[src/rtl/afe2256_lvds_frame_assembler.sv]
// AFE2256 LVDS frame assembler: rebuilds per-channel words from lockstep deserialized
// chunks, frames them into lines/frames and queues them in a 2-entry output FIFO.
module afe2256_lvds_frame_assembler #(
  parameter int NCH             = 4,
  parameter int CHUNK_W         = 4,
  parameter int WORD_W          = 24,
  parameter int PIX_W           = 12,
  parameter int PIX_PER_LINE    = 256,
  parameter int LINES_PER_FRAME = 256,
  parameter logic [WORD_W-PIX_W-1:0] ALIGN_PATTERN = 12'hFC0
) (
  input  logic                           clk,
  input  logic                           rst,
  input  logic [NCH*CHUNK_W-1:0]         data_in,
  input  logic                           data_valid,
  input  logic                           bit_aligned,
  input  logic                           frame_sync,
  input  logic                           clear_err,
  output logic [NCH*PIX_W-1:0]           m_pixel,
  output logic [NCH*(WORD_W-PIX_W)-1:0]  m_align,
  output logic                           m_valid,
  input  logic                           m_ready,
  output logic                           m_sof,
  output logic                           m_sol,
  output logic                           m_eol,
  output logic [NCH-1:0]                 align_err,
  output logic                           overflow,
  output logic                           frame_err,
  output logic [15:0]                    line_idx
);

  localparam int ALN_W  = WORD_W - PIX_W;
  localparam int CHUNKS = WORD_W / CHUNK_W;
  localparam int CNT_W  = (CHUNKS > 1) ? $clog2(CHUNKS) : 1;
  localparam int ENT_W  = NCH * (PIX_W + ALN_W) + 3;
  localparam bit PPL_ONE = (PIX_PER_LINE == 1);

  typedef enum logic [1:0] {IDLE, WAIT_LINE, CAPTURE} state_t;

  state_t                 state_r, state_nxt_s;
  logic [CNT_W-1:0]       chunk_cnt_r;
  logic [WORD_W-1:0]      word_r     [NCH];
  logic [WORD_W-1:0]      word_nxt_s [NCH];
  logic [NCH*PIX_W-1:0]   pix_s;
  logic [NCH*ALN_W-1:0]   aln_s;
  logic [NCH-1:0]         aln_bad_s;
  logic                   accept_s, word_done_s;
  logic [15:0]            pixel_cnt_r, line_idx_r;
  logic                   sof_pending_r;
  logic                   last_pix_s, last_line_s;
  logic                   push_s, sof_s, sol_s, eol_s, restart_s, line_end_s, ferr_set_s;
  logic [ENT_W-1:0]       mem_r [2];
  logic [ENT_W-1:0]       head_s;
  logic                   wr_ptr_r, rd_ptr_r;
  logic [1:0]             fifo_cnt_r;
  logic                   pop_s, full_s, wr_en_s, ovf_set_s;

  assign accept_s    = data_valid && bit_aligned;
  assign word_done_s = accept_s && (chunk_cnt_r == CNT_W'(CHUNKS - 1));
  assign last_pix_s  = (pixel_cnt_r == 16'(PIX_PER_LINE - 1));
  assign last_line_s = (line_idx_r == 16'(LINES_PER_FRAME - 1));

  // Candidate word per channel (current chunk shifted in MSB-first) and its fields
  always_comb begin
    pix_s     = '0;
    aln_s     = '0;
    aln_bad_s = '0;
    for (int c = 0; c < NCH; c++) begin
      word_nxt_s[c] = (word_r[c] << CHUNK_W) | WORD_W'(data_in[c*CHUNK_W +: CHUNK_W]);
      pix_s[c*PIX_W +: PIX_W] = word_nxt_s[c][WORD_W-1 -: PIX_W];
      aln_s[c*ALN_W +: ALN_W] = word_nxt_s[c][ALN_W-1:0];
      aln_bad_s[c] = (word_nxt_s[c][ALN_W-1:0] != ALIGN_PATTERN);
    end
  end

  // Chunk counter and shift registers; losing bit alignment drops the partial word
  always_ff @(posedge clk) begin
    if (rst || !bit_aligned) begin
      chunk_cnt_r <= '0;
      for (int c = 0; c < NCH; c++) word_r[c] <= '0;
    end else if (data_valid) begin
      chunk_cnt_r <= word_done_s ? '0 : chunk_cnt_r + CNT_W'(1);
      for (int c = 0; c < NCH; c++) word_r[c] <= word_nxt_s[c];
    end else begin
      chunk_cnt_r <= chunk_cnt_r;
    end
  end

  // FSM state register
  always_ff @(posedge clk) begin
    if (rst) state_r <= IDLE;
    else     state_r <= state_nxt_s;
  end

  // FSM next state
  always_comb begin
    state_nxt_s = state_r;
    case (state_r)
      IDLE:      state_nxt_s = frame_sync ? WAIT_LINE : IDLE;
      WAIT_LINE: begin
        if (frame_sync)       state_nxt_s = WAIT_LINE;
        else if (word_done_s) state_nxt_s = !PPL_ONE ? CAPTURE : (last_line_s ? IDLE : WAIT_LINE);
        else                  state_nxt_s = WAIT_LINE;
      end
      CAPTURE: begin
        if (frame_sync)                     state_nxt_s = WAIT_LINE;
        else if (word_done_s && last_pix_s) state_nxt_s = last_line_s ? IDLE : WAIT_LINE;
        else                                state_nxt_s = CAPTURE;
      end
      default:   state_nxt_s = IDLE;
    endcase
  end

  // FSM outputs: push request with sideband tags, restart and line-end strobes
  always_comb begin
    push_s = 1'b0; sof_s = 1'b0; sol_s = 1'b0; eol_s = 1'b0;
    restart_s = 1'b0; line_end_s = 1'b0; ferr_set_s = 1'b0;
    case (state_r)
      IDLE: begin
        if (frame_sync) restart_s = 1'b1;
        else            restart_s = 1'b0;
      end
      WAIT_LINE: begin
        if (frame_sync) begin
          restart_s  = 1'b1;
          ferr_set_s = 1'b1;
        end else if (word_done_s) begin
          push_s     = 1'b1;
          sol_s      = 1'b1;
          sof_s      = sof_pending_r;
          eol_s      = PPL_ONE;
          line_end_s = PPL_ONE;
        end else begin
          push_s = 1'b0;
        end
      end
      CAPTURE: begin
        if (frame_sync) begin
          restart_s  = 1'b1;
          ferr_set_s = 1'b1;
        end else if (word_done_s) begin
          push_s     = 1'b1;
          eol_s      = last_pix_s;
          line_end_s = last_pix_s;
        end else begin
          push_s = 1'b0;
        end
      end
      default: restart_s = 1'b0;
    endcase
  end

  // Line/pixel position tracking
  always_ff @(posedge clk) begin
    if (rst) begin
      pixel_cnt_r   <= 16'd0;
      line_idx_r    <= 16'd0;
      sof_pending_r <= 1'b0;
    end else if (restart_s) begin
      pixel_cnt_r   <= 16'd0;
      line_idx_r    <= 16'd0;
      sof_pending_r <= 1'b1;
    end else if (push_s) begin
      sof_pending_r <= 1'b0;
      if (line_end_s) begin
        pixel_cnt_r <= 16'd0;
        line_idx_r  <= last_line_s ? line_idx_r : line_idx_r + 16'd1;
      end else begin
        pixel_cnt_r <= pixel_cnt_r + 16'd1;
      end
    end else begin
      pixel_cnt_r <= pixel_cnt_r;
    end
  end

  assign line_idx = line_idx_r;

  assign pop_s     = (fifo_cnt_r != 2'd0) && m_ready;
  assign full_s    = (fifo_cnt_r == 2'd2);
  assign wr_en_s   = push_s && (!full_s || pop_s);
  assign ovf_set_s = push_s && full_s && !pop_s;

  // Two-entry output FIFO; a full FIFO accepts a push only alongside a pop
  always_ff @(posedge clk) begin
    if (rst) begin
      mem_r[0]   <= '0;
      mem_r[1]   <= '0;
      wr_ptr_r   <= 1'b0;
      rd_ptr_r   <= 1'b0;
      fifo_cnt_r <= 2'd0;
    end else begin
      if (wr_en_s) begin
        mem_r[wr_ptr_r] <= {pix_s, aln_s, sof_s, sol_s, eol_s};
        wr_ptr_r        <= ~wr_ptr_r;
      end else begin
        wr_ptr_r <= wr_ptr_r;
      end
      rd_ptr_r   <= pop_s ? ~rd_ptr_r : rd_ptr_r;
      fifo_cnt_r <= fifo_cnt_r + 2'(wr_en_s) - 2'(pop_s);
    end
  end

  assign head_s  = mem_r[rd_ptr_r];
  assign m_valid = (fifo_cnt_r != 2'd0);
  assign m_pixel = head_s[ENT_W-1 -: NCH*PIX_W];
  assign m_align = head_s[3 +: NCH*ALN_W];
  assign m_sof   = m_valid && head_s[2];
  assign m_sol   = m_valid && head_s[1];
  assign m_eol   = m_valid && head_s[0];

  // Sticky error flags; a same-cycle set overrides clear_err
  always_ff @(posedge clk) begin
    if (rst) begin
      align_err <= '0;
      overflow  <= 1'b0;
      frame_err <= 1'b0;
    end else begin
      align_err <= (align_err & ~{NCH{clear_err}}) | (push_s ? aln_bad_s : {NCH{1'b0}});
      overflow  <= (overflow && !clear_err) || ovf_set_s;
      frame_err <= (frame_err && !clear_err) || ferr_set_s;
    end
  end

endmodule

[config.mk]
export PLATFORM = sky130hd
export DESIGN_NAME = afe2256_lvds_frame_assembler
export DESIGN_NICKNAME = d
export VERILOG_FILES = /design/src/rtl/afe2256_lvds_frame_assembler.sv
export SDC_FILE = /design/constraint.sdc
export NUM_CORES = 1
export LEC_CHECK = 0
export ABC_AREA = 1
export CAP_MARGIN = 25
export CELL_PAD_IN_SITES_DETAIL_PLACEMENT = 2
export CELL_PAD_IN_SITES_GLOBAL_PLACEMENT = 2
export CORE_ASPECT_RATIO = 1.75
export CORE_MARGIN = 2
export CORE_UTILIZATION = 28
export CTS_BUF_LIST = sky130_fd_sc_hd__clkbuf_8
export DETAILED_ROUTE_END_ITERATION = 8
export PLACE_DENSITY_LB_ADDON = 0.12
export REMOVE_ABC_BUFFERS = 1
export SKIP_CTS_REPAIR_TIMING = 1
export SLEW_MARGIN = 5
export SYNTH_ARGS = -nofsm -noshare
export SYNTH_HDL_FRONTEND = slang
export SYNTH_SLANG_ARGS = --single-unit
export TNS_END_PERCENT = 10
[constraint.sdc]
create_clock -name clk -period 15.78 [get_ports clk]
set_input_delay 3.945 -clock clk [delete_from_list [all_inputs] [get_ports clk]]
set_output_delay 3.945 -clock clk [all_outputs]
set_load 0.03 [all_outputs]
==> results of run 1 <==
==> worst max path at each step <==
stage,end,slack (ns),depth (start not counted)
after floorplan,mem_r[0][0]$_SDFFCE_PN0P_,3.55,8
after global placement,mem_r[1][56]$_SDFFCE_PN0P_,7.97,10
after detailed placement,mem_r[1][55]$_SDFFCE_PN0P_,7.92,10
after CTS,m_align[40],8.30,5
after global routing,m_pixel[5],8.20,5
final,m_align[40],8.50,5
==> through the flow <==
stage	cells	worst slack [ns]	power (mW)
floorplan	1399	3.55	1.15
global placement	2213	7.97	1.28
detailed placement	2214	7.92	1.29
CTS	2310	8.30	1.96
global route	2312	8.20	2.01
finish	2312	8.50	1.92
==> power groups by stage <==
stage	logic [mW]	registers, mW	clock network (mW)
final	0.270	0.986	0.664
after global placement	0.278	1.00	0
after floorplan	0.148	1.01	0
after detailed placement	0.280	1.01	0
after global routing	0.295	0.991	0.724
after CTS	0.281	0.987	0.696
==> layout make-up <==
class,count,area (um2)
multi-input combinational,897,3810
clock buffer,52,716
tap,660,826
sequential,327,9330
antenna,1,2.50
timing repair buffer,156,1560
clock inverter,44,205
inverter,175,661
fill,5492,32500
==> Yosys cell counts (all sizes together) (2+ instances only) <==
master | n | area [um2]
dfxtp | 49 | 981
clkbuf | 25 | 93.8
a21oi | 26 | 130
nand3 | 45 | 225
xor2 | 7 | 61.3
buf | 35 | 186
nand4 | 21 | 138
o21ai | 11 | 55.1
inv | 175 | 657
nand2 | 399 | 1510
edfxtp | 278 | 8350
ha | 10 | 125
nor3 | 11 | 60.1
xnor2 | 2 | 17.5
o31ai | 4 | 30.0
a31oi | 3 | 18.8
nor2 | 352 | 1350
nand3b | 2 | 15.0
or2 | 2 | 12.5
==> routing by layer <==
| metal | wire length (um) | GRT usage, % | share of wire [%] |
|---|---|---|---|
| met1 | 15300 | 16.3 | 38 |
| met3 | 1330 | 2.59 | 3.3 |
| met4 | 1050 | 5.08 | 2.6 |
| met2 | 22800 | 32.1 | 56 |
| met5 | 0 | 0 | 0 |
==> registers in the layout, summed over array words and instances, names as in the netlist, 2 cells and up, named ones only <==
name,count
mem_r,198
chunk_cnt_r,3
align_err,4
fifo_cnt_r,2
line_idx,16
word_r,80
state_r,2
pixel_cnt_r,16
==> worst max-delay path: cells and delay by family, from the launching register on <==
family	cells	cell delay [ns]
flops	1	0.53
simple gates	2	0.30
buf+inv	3	1.81
==> kinds of logic (layout without fill, tap and decap cells) <==
logic type / after synthesis / after routing
DFF: 327 / 327
xor gates and xnor gates: 9 / 9
and+or+nand+nor: 832 / 832
buffers and inverters: 235 / 427
muxes: 1 / 1
AOI/OAI and AO/OA: 45 / 45
adders and majority gates: 10 / 10
other: 0 / 1
==> metrics.md, run 1 <==
| Metric | Value |
|---|---|
| Routed Antenna Nets | `0` |
| Main combinational cell family by area after synthesis | `simple AND/OR/NAND/NOR gates` |
| H-tree depth | `2` |
| RSZ-0062 raised after global routing | `false` |
| HP Class | `register to register` |
| Synth Area in Compound Gates | `under 10%` |
| CP Data Arrival Time | `about 3.3 ns` |
| Synth Area in Simple Gates | `a little under a quarter` |
| Layout cell share with drive strength beyond 1 | `under 10%` |
| Initial Utilization | `between 20% and 30%` |
| Worst hold start | `rd_ptr_r$_SDFFE_PP0P_` |
| Final core utilization | `34.5%` |
| Clk sinks | `~330` |
| Number of synthesized flops with an enable pin | `278` |
| Worst path max stage delay | `~0.77 ns` |
| Hold depth | `1` |
| Final count of pins violating max slew | `0` |
| CP startpoint kind | `register` |
| DIE AREA | `52,000 um2` |
| CP required | `~12 ns` |
| Actual slew at the worst max-slew pin | `between 0.9 and 1 ns` |
| Die Width | `173 um` |
| Num CTS Buffers | `just over 50` |
| Crit path top cell by count | `nand2_1` |
| Peak Freq | `between 0.1 and 0.15 GHz` |
| Reg2Reg Capture Point | `mem_r[1][43]$_SDFFCE_PN0P_` |
| Critical-path cell list | `inv_4 > buf_4 > nand2_1 > nand2_1 > clkdlybuf4s50_1` |
| Routed vias | `10,260` |
| Gate power share | `14.1%` |
| All-Layer GR Usage | `between 10% and 20%` |
| Layout Skew | `0.0238 ns` |
| Vias in the first global route | `approximately 12,000` |
| Top FF cell, synth | `edfxtp_1` |
| Max_slew headroom | `a little over a third` |
| Setup_tns | `0 ns` |
| Seq/Total Area, Yosys | `about two thirds` |
| Top Ports | `roughly 150` |
| LEAKAGE | `roughly 6.6 nW` |
| Netlist cell types | `30` |
| Crit-path max FO | `74` |
| Ys Warns | `0` |
| Sequential share of power | `just over 50%` |
| IO Port Bufs | `between 100 and 150` |
| Commonest non-fill, non-tap cell in the layout | `nand2_1` |
| Global placer's final weighted congestion | `0.763` |
| Die height | `approximately 300 um` |
| Ys async rst share | `0%` |
| Root buf cell | `clkbuf_8` |
| Reg2Reg Depth | `10` |
| WHS | `approximately 0.45 ns` |
| # DRC | `0` |
| Synthesized area | `between 10,000 and 15,000 um2` |
| Final setup viols | `0` |
| Placed Area | `approximately 16,000 um2` |
| Worst-Skew Late Latency | `roughly 0.60 ns` |
| Initial antenna violation count | `1` |
| Final worst-path cycle share | `~46%` |
| Psw | `approximately 540 uW` |
| Sw Ratio | `28.4%` |
| Initial detailed-routing violation count | `327` |
| Post-synthesis mux area share | `less than 1%` |
| Status | `finished, final reports clean` |
| Crit path kind | `register to primary output` |
| Flops & latches, synth | `~330` |
| TritonRoute pass-1 iters | `5` |
| Final min period | `7.28 ns` |
| R2r setup slk | `about 12 ns` |
| Vias per cell | `roughly 4.4` |
| Grt ovf | `0` |
| Final WL | `around 40,000 um` |
| Post-synthesis adder-cell area fraction | `less than 1%` |
| Clk buf depth | `3` |
| Clock-pin slew on the worst setup and hold paths | `0.06 ns` |
| Post-Syn Instances | `approximately 1,500` |
| P per Cell Area | `~110 nW/um2` |
| CTS tree | `yes` |
| Max_cap viols | `0` |
| Area growth from synthesis to layout | `22.0%` |
| Worst r2r src | `chunk_cnt_r[0]$_SDFFE_PP0P_` |
| DP HPWL | `about 26,000 um` |
| Slowest CP cell | `buf_4` |
| Wire length per cell | `17.5 um` |
| Final Cell Area | `approximately 17,000 um2` |
| Commonest cells after routing, fill and taps aside | `nand2_1 (396), nor2_1 (346), edfxtp_1 (278)` |
| Largest net degree at the start of global routing | `a little under 80` |
| Row count | `108` |
| Core area | `49,600 um2` |
| Clk network pwr share | `roughly a third` |
| Worst setup EP type | `primary output` |
| Final Hold Violating Endpoints | `0` |
| XOR/XNOR share of the synthesized area | `less than 1%` |
| Layout net count | `~1,600` |
| Int Pwr | `about 1.4 mW` |
| Peak VDD IR | `around 0.058 mV` |
| First-pass GRT wire length | `between 60,000 and 70,000 um` |
| Post-Syn Area per Cell | `approximately 9.6 um2` |
(Power assumes the default switching activity.)
==> inputs of run 2 (changes only) <==
Clock period 15.78 ns to 7.6 ns, I/O delays scaled along.
==> run 2 against run 1 <==
Net effect: sequential share of layout area decreased by 0.23 points; global-route usage about the same; design area increased by 0.43%; combinational power increased by 110%; sequential power increased by 110%; first-iteration DRC count increased by 9.5%; critical path type unchanged.
==> metrics.md, run 2 (synthesized netlist as in run 1, its figures left out) <==
| Metric | Value |
|---|---|
| Status | `finished, final reports clean` |
| Worst-Skew Late Latency | `0.60 ns (about the same)` |
| RSZ-0062 raised after global routing | `false` |
| Setup_tns | `0 ns (unchanged)` |
| IO Port Bufs | `144 (unchanged)` |
| Wire length per cell | `17.7 um (+1.2%)` |
| Die Width | `173 um (unchanged)` |
| Sequential share of power | `50.5% (-0.9 points)` |
| Peak Freq | `approximately 0.19 GHz` |
| Top flop regs | `mem_r (198), word_r (80)` |
| Final min period | `5.18 ns` |
| Row count | `108 (unchanged)` |
| Clock-pin slew on the worst setup and hold paths | `0.07 ns (about the same)` |
| Clk network pwr share | `35.3% (+0.7 points)` |
| Int Pwr | `2.89 mW (+110%)` |
| TritonRoute pass-1 iters | `4 (-1)` |
| Setup WS pre-CTS | `2.38 ns (-5.53 ns)` |
| Peak VDD IR | `0.119 mV (+110%)` |
| Psw | `1.15 mW (+110%)` |
| Global placer's final weighted congestion | `0.762 (-0.13%)` |
| Final Hold Violating Endpoints | `0 (unchanged)` |
| Final Non-Filler Cells | `2,308 (-0.17%)` |
| First-pass GRT wire length | `64,400 um (-0.53%)` |
| Gate power share | `14.1% (about the same)` |
| Clk buf depth | `3 (unchanged)` |
| Largest Register | `mem_r` |
| Num CTS Buffers | `50 (-2.0%)` |
| Clk sinks | `327 (unchanged)` |
| Initial detailed-routing violation count | `358 (+9.5%)` |
| Fill count | `5,506 (+0.25%)` |
| Area growth from synthesis to layout | `22.5%` |
| Vias in the first global route | `11,778 (+0.39%)` |
| Final worst-path cycle share | `about 70%` |
| Layout net count | `1,640 (-0.061%)` |
| Layout Skew | `0.0317 ns (+0.00792 ns)` |
| CP startpoint kind | `register` |
| Largest net degree at the start of global routing | `101 (+28%)` |
| Routed vias | `10,295 (+0.34%)` |
| Dpl cells | `2,214 (unchanged)` |
| H-tree depth | `2 (unchanged)` |
| CTS tree | `yes` |
| Commonest cells after routing, fill and taps aside | `nand2_1 (396), nor2_1 (346), edfxtp_1 (278)` |
| Pwr Total | `4.04 mW (+110%)` |
| All-Layer GR Usage | `15.9% (+0.045 points)` |
| DIE AREA | `52,000 um2 (unchanged)` |
| Max_cap viols | `0 (unchanged)` |
| Commonest non-fill, non-tap cell in the layout | `nand2_1` |
| Crit path setup slack, layout | `2.42 ns (-6.09 ns)` |
| Vias per cell | `4.46 (+0.52%)` |
| Final WL | `40,900 um (+1.1%)` |
| DP HPWL | `26,500 um (+2.5%)` |
| Sw Ratio | `28.4% (+0.044 points)` |
| Grt ovf | `0 (unchanged)` |
| Final setup viols | `0 (unchanged)` |
| Actual slew at the worst max-slew pin | `0.941 ns (-0.0225 ns)` |
| Routed Antenna Nets | `0 (unchanged)` |
| HP Class | `register to register` |
| Top Ports | `145 (unchanged)` |
| Final count of pins violating max slew | `0 (unchanged)` |
| Initial Utilization | `28.3% (unchanged)` |
| Initial antenna violation count | `1 (unchanged)` |
| Number of flip-flops in the largest register | `198 (unchanged)` |
| Core area | `49,600 um2 (unchanged)` |
| CP required | `5.70 ns (-6.14 ns)` |
| Root buf cell | `clkbuf_8` |
| Crit path kind | `register to primary output` |
| CP Data Arrival Time | `3.28 ns (-0.05 ns)` |
| Max_slew headroom | `37.3% (+1.5 points)` |
| Crit-path max FO | `52 (-30%)` |
| Worst setup EP type | `primary output` |
| Layout cell share with drive strength beyond 1 | `5.95% (+0.44 points)` |
| LEAKAGE | `6.64 nW (about the same)` |
| P per Cell Area | `235 nW/um2 (+110%)` |
| # DRC | `0 (unchanged)` |
| Die height | `300 um (unchanged)` |
## run 2: final timing paths
path                           endpoint  cells after the start  slack [ns]                         from
min reg2reg  sof_pending_r$_SDFFE_PP0P_                      2        0.47   sof_pending_r$_SDFFE_PP0P_
max                         m_align[44]                      5        2.42                     register
max reg2reg   mem_r[1][3]$_SDFFCE_PN0P_                     10        4.43  chunk_cnt_r[0]$_SDFFE_PP0P_
min          sof_pending_r$_SDFFE_PP0P_                      2        0.47   sof_pending_r$_SDFFE_PP0P_
## run 2: worst max-delay path, stage by stage (launching register included)
cell	delay (ns)
dfxtp_4	0.49
inv_4	0.54
buf_4	0.66
nand2_1	0.12
nand2_1	0.18
clkdlybuf4s50_1	0.69
## run 2: metrics by stage
stage,utilization (%),hold WS [ns],instance area [um2]
after global placement,32.6,0.449,16200
after CTS,34.6,0.470,17200
after global routing,34.7,0.494,17200
after floorplan,-,0.426,13700
after detailed placement,32.7,0.457,16200
final,34.7,0.473,17200
## run 2: layout make-up
class                           instances  area (um2)  share of cell area [%]
Tap cell                              660         826                    4.81
Multi-Input combinational cell        897        3810                    22.2
Clock buffer                           52         716                    4.16
Sequential cell                       327        9330                    54.3
Inverter                              175         661                    3.84
Timing Repair Buffer                  156        1610                    9.36
Clock inverter                         40         229                    1.33
Antenna cell                            1        2.50                  0.0146
## run 2: power groups by stage
stage                     sequential (mW)  clock, mW  combinational, mW
after floorplan                      2.09          0              0.308
after global placement               2.08          0              0.586
after detailed placement             2.08          0              0.593
after CTS                            2.04       1.50              0.595
after global routing                 2.05       1.55              0.623
final                                2.04       1.43              0.572
## run 2: routing by layer
layer / share of wire, % / GRT usage [%]
met1: 37 / 16.3
met5: 0 / 0
met4: 2.2 / 4.60
met2: 57 / 32.3
met3: 3.9 / 2.86
